$ cat src/rtl/logic_unit_pipe.sv
`timescale 1ns/1ps
// logic_unit_pipe: registered bitwise logic unit (8 run-time ops) with one valid/ready output stage,
// result flags and a completed-transaction counter. Define LOGIC_UNIT_ACC_EN to add accumulator feedback on B.
module logic_unit_pipe #(
   parameter int WIDTH = 4,
   parameter int CNT_W = 8
) (
   input  logic             clk,
   input  logic             rst_n,
   input  logic             in_valid,
   output logic             in_ready,
   input  logic [WIDTH-1:0] a,
   input  logic [WIDTH-1:0] b,
   input  logic [2:0]       op,
`ifdef LOGIC_UNIT_ACC_EN
   input  logic             acc_sel,
`endif
   output logic             out_valid,
   input  logic             out_ready,
   output logic [WIDTH-1:0] y,
   output logic             y_zero,
   output logic             y_ones,
   output logic             y_par,
   output logic [CNT_W-1:0] txn_cnt
);

   typedef enum logic [2:0] {
      OP_AND  = 3'b000,
      OP_OR   = 3'b001,
      OP_NAND = 3'b010,
      OP_NOR  = 3'b011,
      OP_XOR  = 3'b100,
      OP_XNOR = 3'b101,
      OP_NOTA = 3'b110,
      OP_PASS = 3'b111
   } op_e;

   logic             valid_q, valid_d;
   logic [WIDTH-1:0] y_q, y_d;
   logic             zero_q, zero_d;
   logic             ones_q, ones_d;
   logic             par_q, par_d;
   logic [CNT_W-1:0] cnt_q, cnt_d;
   logic [WIDTH-1:0] b_eff;
   logic [WIDTH-1:0] res;
   logic             accept;
   logic             drain;

   assign in_ready = !valid_q || out_ready;
   assign accept   = in_valid && in_ready;
   assign drain    = valid_q && out_ready;

`ifdef LOGIC_UNIT_ACC_EN
   logic [WIDTH-1:0] acc_q;

   assign b_eff = acc_sel ? acc_q : b;

   always_ff @(posedge clk or negedge rst_n) begin
      if (!rst_n)      acc_q <= '0;
      else if (accept) acc_q <= res;
   end
`else
   assign b_eff = b;
`endif

   always_comb begin
      case (op_e'(op))
         OP_AND:  res = a & b_eff;
         OP_OR:   res = a | b_eff;
         OP_NAND: res = ~(a & b_eff);
         OP_NOR:  res = ~(a | b_eff);
         OP_XOR:  res = a ^ b_eff;
         OP_XNOR: res = ~(a ^ b_eff);
         OP_NOTA: res = ~a;
         default: res = a;
      endcase
   end

   // NOTE: every signal gets its hold value first, so no path leaves it unassigned and no latch is inferred.
   always_comb begin
      valid_d = valid_q;
      y_d     = y_q;
      zero_d  = zero_q;
      ones_d  = ones_q;
      par_d   = par_q;
      cnt_d   = cnt_q;
      if (drain) begin
         cnt_d   = cnt_q + CNT_W'(1);
         valid_d = 1'b0;
      end
      if (accept) begin
         valid_d = 1'b1;
         y_d     = res;
         zero_d  = (res == '0);
         ones_d  = &res;
         par_d   = ^res;
      end
   end

   // NOTE: state registers use non-blocking assignments so all of them sample pre-edge values together.
   always_ff @(posedge clk or negedge rst_n) begin
      if (!rst_n) begin
         valid_q <= 1'b0;
         y_q     <= '0;
         zero_q  <= 1'b1;
         ones_q  <= 1'b0;
         par_q   <= 1'b0;
         cnt_q   <= '0;
      end else begin
         valid_q <= valid_d;
         y_q     <= y_d;
         zero_q  <= zero_d;
         ones_q  <= ones_d;
         par_q   <= par_d;
         cnt_q   <= cnt_d;
      end
   end

   assign out_valid = valid_q;
   assign y         = y_q;
   assign y_zero    = zero_q;
   assign y_ones    = ones_q;
   assign y_par     = par_q;
   assign txn_cnt   = cnt_q;

endmodule
$ cat config.mk
export PLATFORM = sky130hd
export DESIGN_NAME = logic_unit_pipe
export DESIGN_NICKNAME = d
export VERILOG_FILES = /design/src/rtl/logic_unit_pipe.sv
export SDC_FILE = /design/constraint.sdc
export NUM_CORES = 1
export LEC_CHECK = 0
export ABC_AREA = 1
export CAP_MARGIN = 10
export CORE_ASPECT_RATIO = 1.4
export CORE_UTILIZATION = 30
export CTS_CLUSTER_DIAMETER = 150
export CTS_CLUSTER_SIZE = 28
export DETAILED_ROUTE_END_ITERATION = 12
export PLACE_DENSITY_LB_ADDON = 0.12
export SLEW_MARGIN = 15
export SYNTH_ARGS = -nofsm -noshare
export SYNTH_HDL_FRONTEND = slang
export SYNTH_SLANG_ARGS = --single-unit
$ cat constraint.sdc
create_clock -name clk -period 3.6 [get_ports clk]
set_clock_uncertainty 0.1 [all_clocks]
set_input_delay 1.08 -clock clk [delete_from_list [all_inputs] [get_ports clk]]
set_output_delay 1.08 -clock clk [all_outputs]
set_load 0.02 [all_outputs]
==> flow_summary.ini <==
[critical_path]
startpoint_type = primary input
r2r-start = out_valid$_DFFE_PN0P_
cp_max_fo = 3
rr_worst_depth = 7
cp-startpoint = out_ready
r2r_end = txn_cnt[5]$_DFFE_PN0P_
path_cells = clkdlybuf4s50_1, inv_1, nand2_1, clkdlybuf4s50_1
slowest_stage = clkdlybuf4s50_1
rrSetupSlack_ns = 2.19
endpoint_kind = output pin
critical_path_arrival_ns = 2.30
worstSetupEndpoint = in_ready
crit_type = in2out
max_stage_delay_ns = 0.62
crit_top_cell = clkdlybuf4s50_1
worstPathRequired_ns = 2.42

[place]
place.gp.congestion = 0.833
placed_cells = 252
dp_hpwl_um = 2190
placement.io_buffers = 31

[detailed_routing]
wl_um = 2640
vias = 1186
avgRoutedWirePerCell_um = 10.3
vias_per_cell = 4.63
ant_nets = 0
detail_route.drc_violations = 8
drtIter0Drc = 67
dr.pass1.iters = 8

[cts]
cts_tree = done
cts-root-buf = clkbuf_8
cts.path.max_buffers = 2
cts-resized-gates = 0
cts_hold_buf = 0
cts_buffers = 3
numClockSinks = 16
cts-htree-levels = 1
worst_skew_pair.late_latency_ns = 0.24
clkSlewWorstSetupHoldPaths_ns = 0.06
post_cts_buffers = 0

[die]
die_x_um = 56.7
core_area_um2 = 3990
start_util_pct = 31.5
chipHeight_um = 78.5
pin_count = 32
fp.dieArea_um2 = 4450
num_rows = 27

[global_routing]
track_usage_pct = 12.9
grt_util_met1_pct = 14.2
grt_pass1_wl_um = 4600
grtUsageMet3_pct = 1.81
grt_start_max_net_pins = 17
grt_use_met2_pct = 23.9
antenna_found_initial = 0
grt_pass1_vias = 1092
overflow = 0
grt.busiest_layer = met2

[synth]
seq_area_frac_synth_pct = 32.0
avgSynthCellArea_um2 = 6.97
yosys_warnings = 0
synth_top_cell_by_area = dfrtp_1
netlist_area_um2 = 1250
synth_top_family_by_area = simple AND/OR/NAND/NOR gates
synth_seq_cells = 16
synth_nets = 208
synthAdderAreaFrac_pct = 13.0
ys_types = 21
synthMuxAreaShare_pct = 0
synth.area.top_cells = dfrtp_1 30%, nand2_1 15%, ha_1 13%
synthSimpleGateAreaFrac_pct = 35.3
synth_xor_area_share_pct = 4.89
syn_inst = 180
synth_top_area_share_pct = 29.9
synth_compound_area_share_pct = 2.79

[finish]
num-nets-final = 242
layout-drive-gt1-share_pct = 7.51
insertedDiodeCount = 0
syn_to_final_growth_pct = 32.4
instances_no_fill = 256

[timing]
period_share_pct = 96.7
fin_setup_tns_ns = 0
maxSlewViolCount = 0
finalSetupViolCount = 0
min_period_ns = 3.48
fmax_mhz = 287
hold_viol = 0
rsz0062_at_grt = false
relSlewSlack_pct = 52.3
tightest_slew_ns = 0.713

[min_path]
hold_path.class = reg2reg

[run_status]
status = finished with violations
violations = design-rule violations

[job]
cap_viol_max_count = 0

[power_and_ir_drop]
p_leak_nw = 0.900
p_per_area_nw_per_um2 = 456
vdd_drop_max_mv = 0.117
## through the flow
stage                     setup slack, ns  hold slack (ns)  power (W)  utilization (%)  instance area, µm²
final                               0.119            0.378   0.000758             41.7                1660
after detailed placement            0.128            0.366   0.000612             40.3                1610
after floorplan                      1.13            0.423   0.000459                -                1250
after global placement              0.149            0.364   0.000605             40.3                1610
after CTS                           0.120            0.383   0.000771             41.7                1660
after global routing               0.0543            0.402   0.000816             41.7                1660
## cell families after synthesis
group	count (synthesis)
buf+inv	38
flops	16
xor+xnor	7
compound gates	7
fa+ha+maj	13
simple gates	99
## report_power, final
group	internal (W)	switching (W)
Sequential	0.000230	0.0000465
Combinational	0.000157	0.000171
Clock	0.0000968	0.0000568
## critical path: cells and delay by family
family | cells | cell delay (ns)
buffers and inverters | 3 | 1.14
and+or+nand+nor | 1 | 0.09
## registers in the layout, summed over array words and instances (netlist names)
name,flops
out_valid,1
txn_cnt,8
y,4
y_ones,1
y_par,1
y_zero,1
## per-layer routing
metal	up-vias	share of wire [%]
met5	-	0
met4	0	1.1
met3	2	3.8
met2	27	52
met1	532	43
li1	625	-
## worst min-delay path by stage
stage                                  start                 end  depth (start not counted)
after detailed placement    y[0]$_DFFE_PN0P_    y[0]$_DFFE_PN0P_                          2
after global placement      y[0]$_DFFE_PN0P_    y[0]$_DFFE_PN0P_                          2
final                       y[0]$_DFFE_PN0P_    y[0]$_DFFE_PN0P_                          2
after CTS                   y[0]$_DFFE_PN0P_    y[0]$_DFFE_PN0P_                          2
after floorplan           y_zero$_DFFE_PN1P_  y_zero$_DFFE_PN1P_                          2
after global routing      y_zero$_DFFE_PN1P_  y_zero$_DFFE_PN1P_                          2
## cell usage after synthesis
cell type	count
nand2_2	2
nor2_1	11
nand2_1	51
dfstp_2	1
xor2_1	3
inv_2	5
nand4_1	4
a21oi_1	1
nor2_4	2
o21ai_0	6
nand3b_1	1
inv_1	30
xnor2_1	4
nor2_2	1
and3_1	1
buf_2	1
clkbuf_1	1
buf_6	1
ha_1	13
nand3_1	26
dfrtp_1	15
## cell usage in the layout (no fill, tap or decap)
cell / instances
nand4_1: 4
buf_4: 1
nand3_1: 26
xor2_1: 3
dfstp_2: 1
nand2_1: 51
clkdlybuf4s50_1: 31
inv_1: 30
dfrtp_1: 15
nand2_2: 2
o21ai_0: 6
a21oi_1: 1
ha_1: 13
clkbuf_8: 4
nand3b_1: 1
xnor2_1: 4
nor2_4: 2
nor2_2: 1
and3_1: 1
nor2_1: 11
inv_2: 5
## area by class of cell
type | count | area (µm²)
clock buffer | 4 | 55.1
fill | 439 | 2320
inverter | 35 | 131
multi-input combinational | 126 | 702
sequential | 16 | 402
tap | 43 | 53.8
timing repair buffer | 32 | 318
No activity file was read; power rests on OpenSTA's default activity.
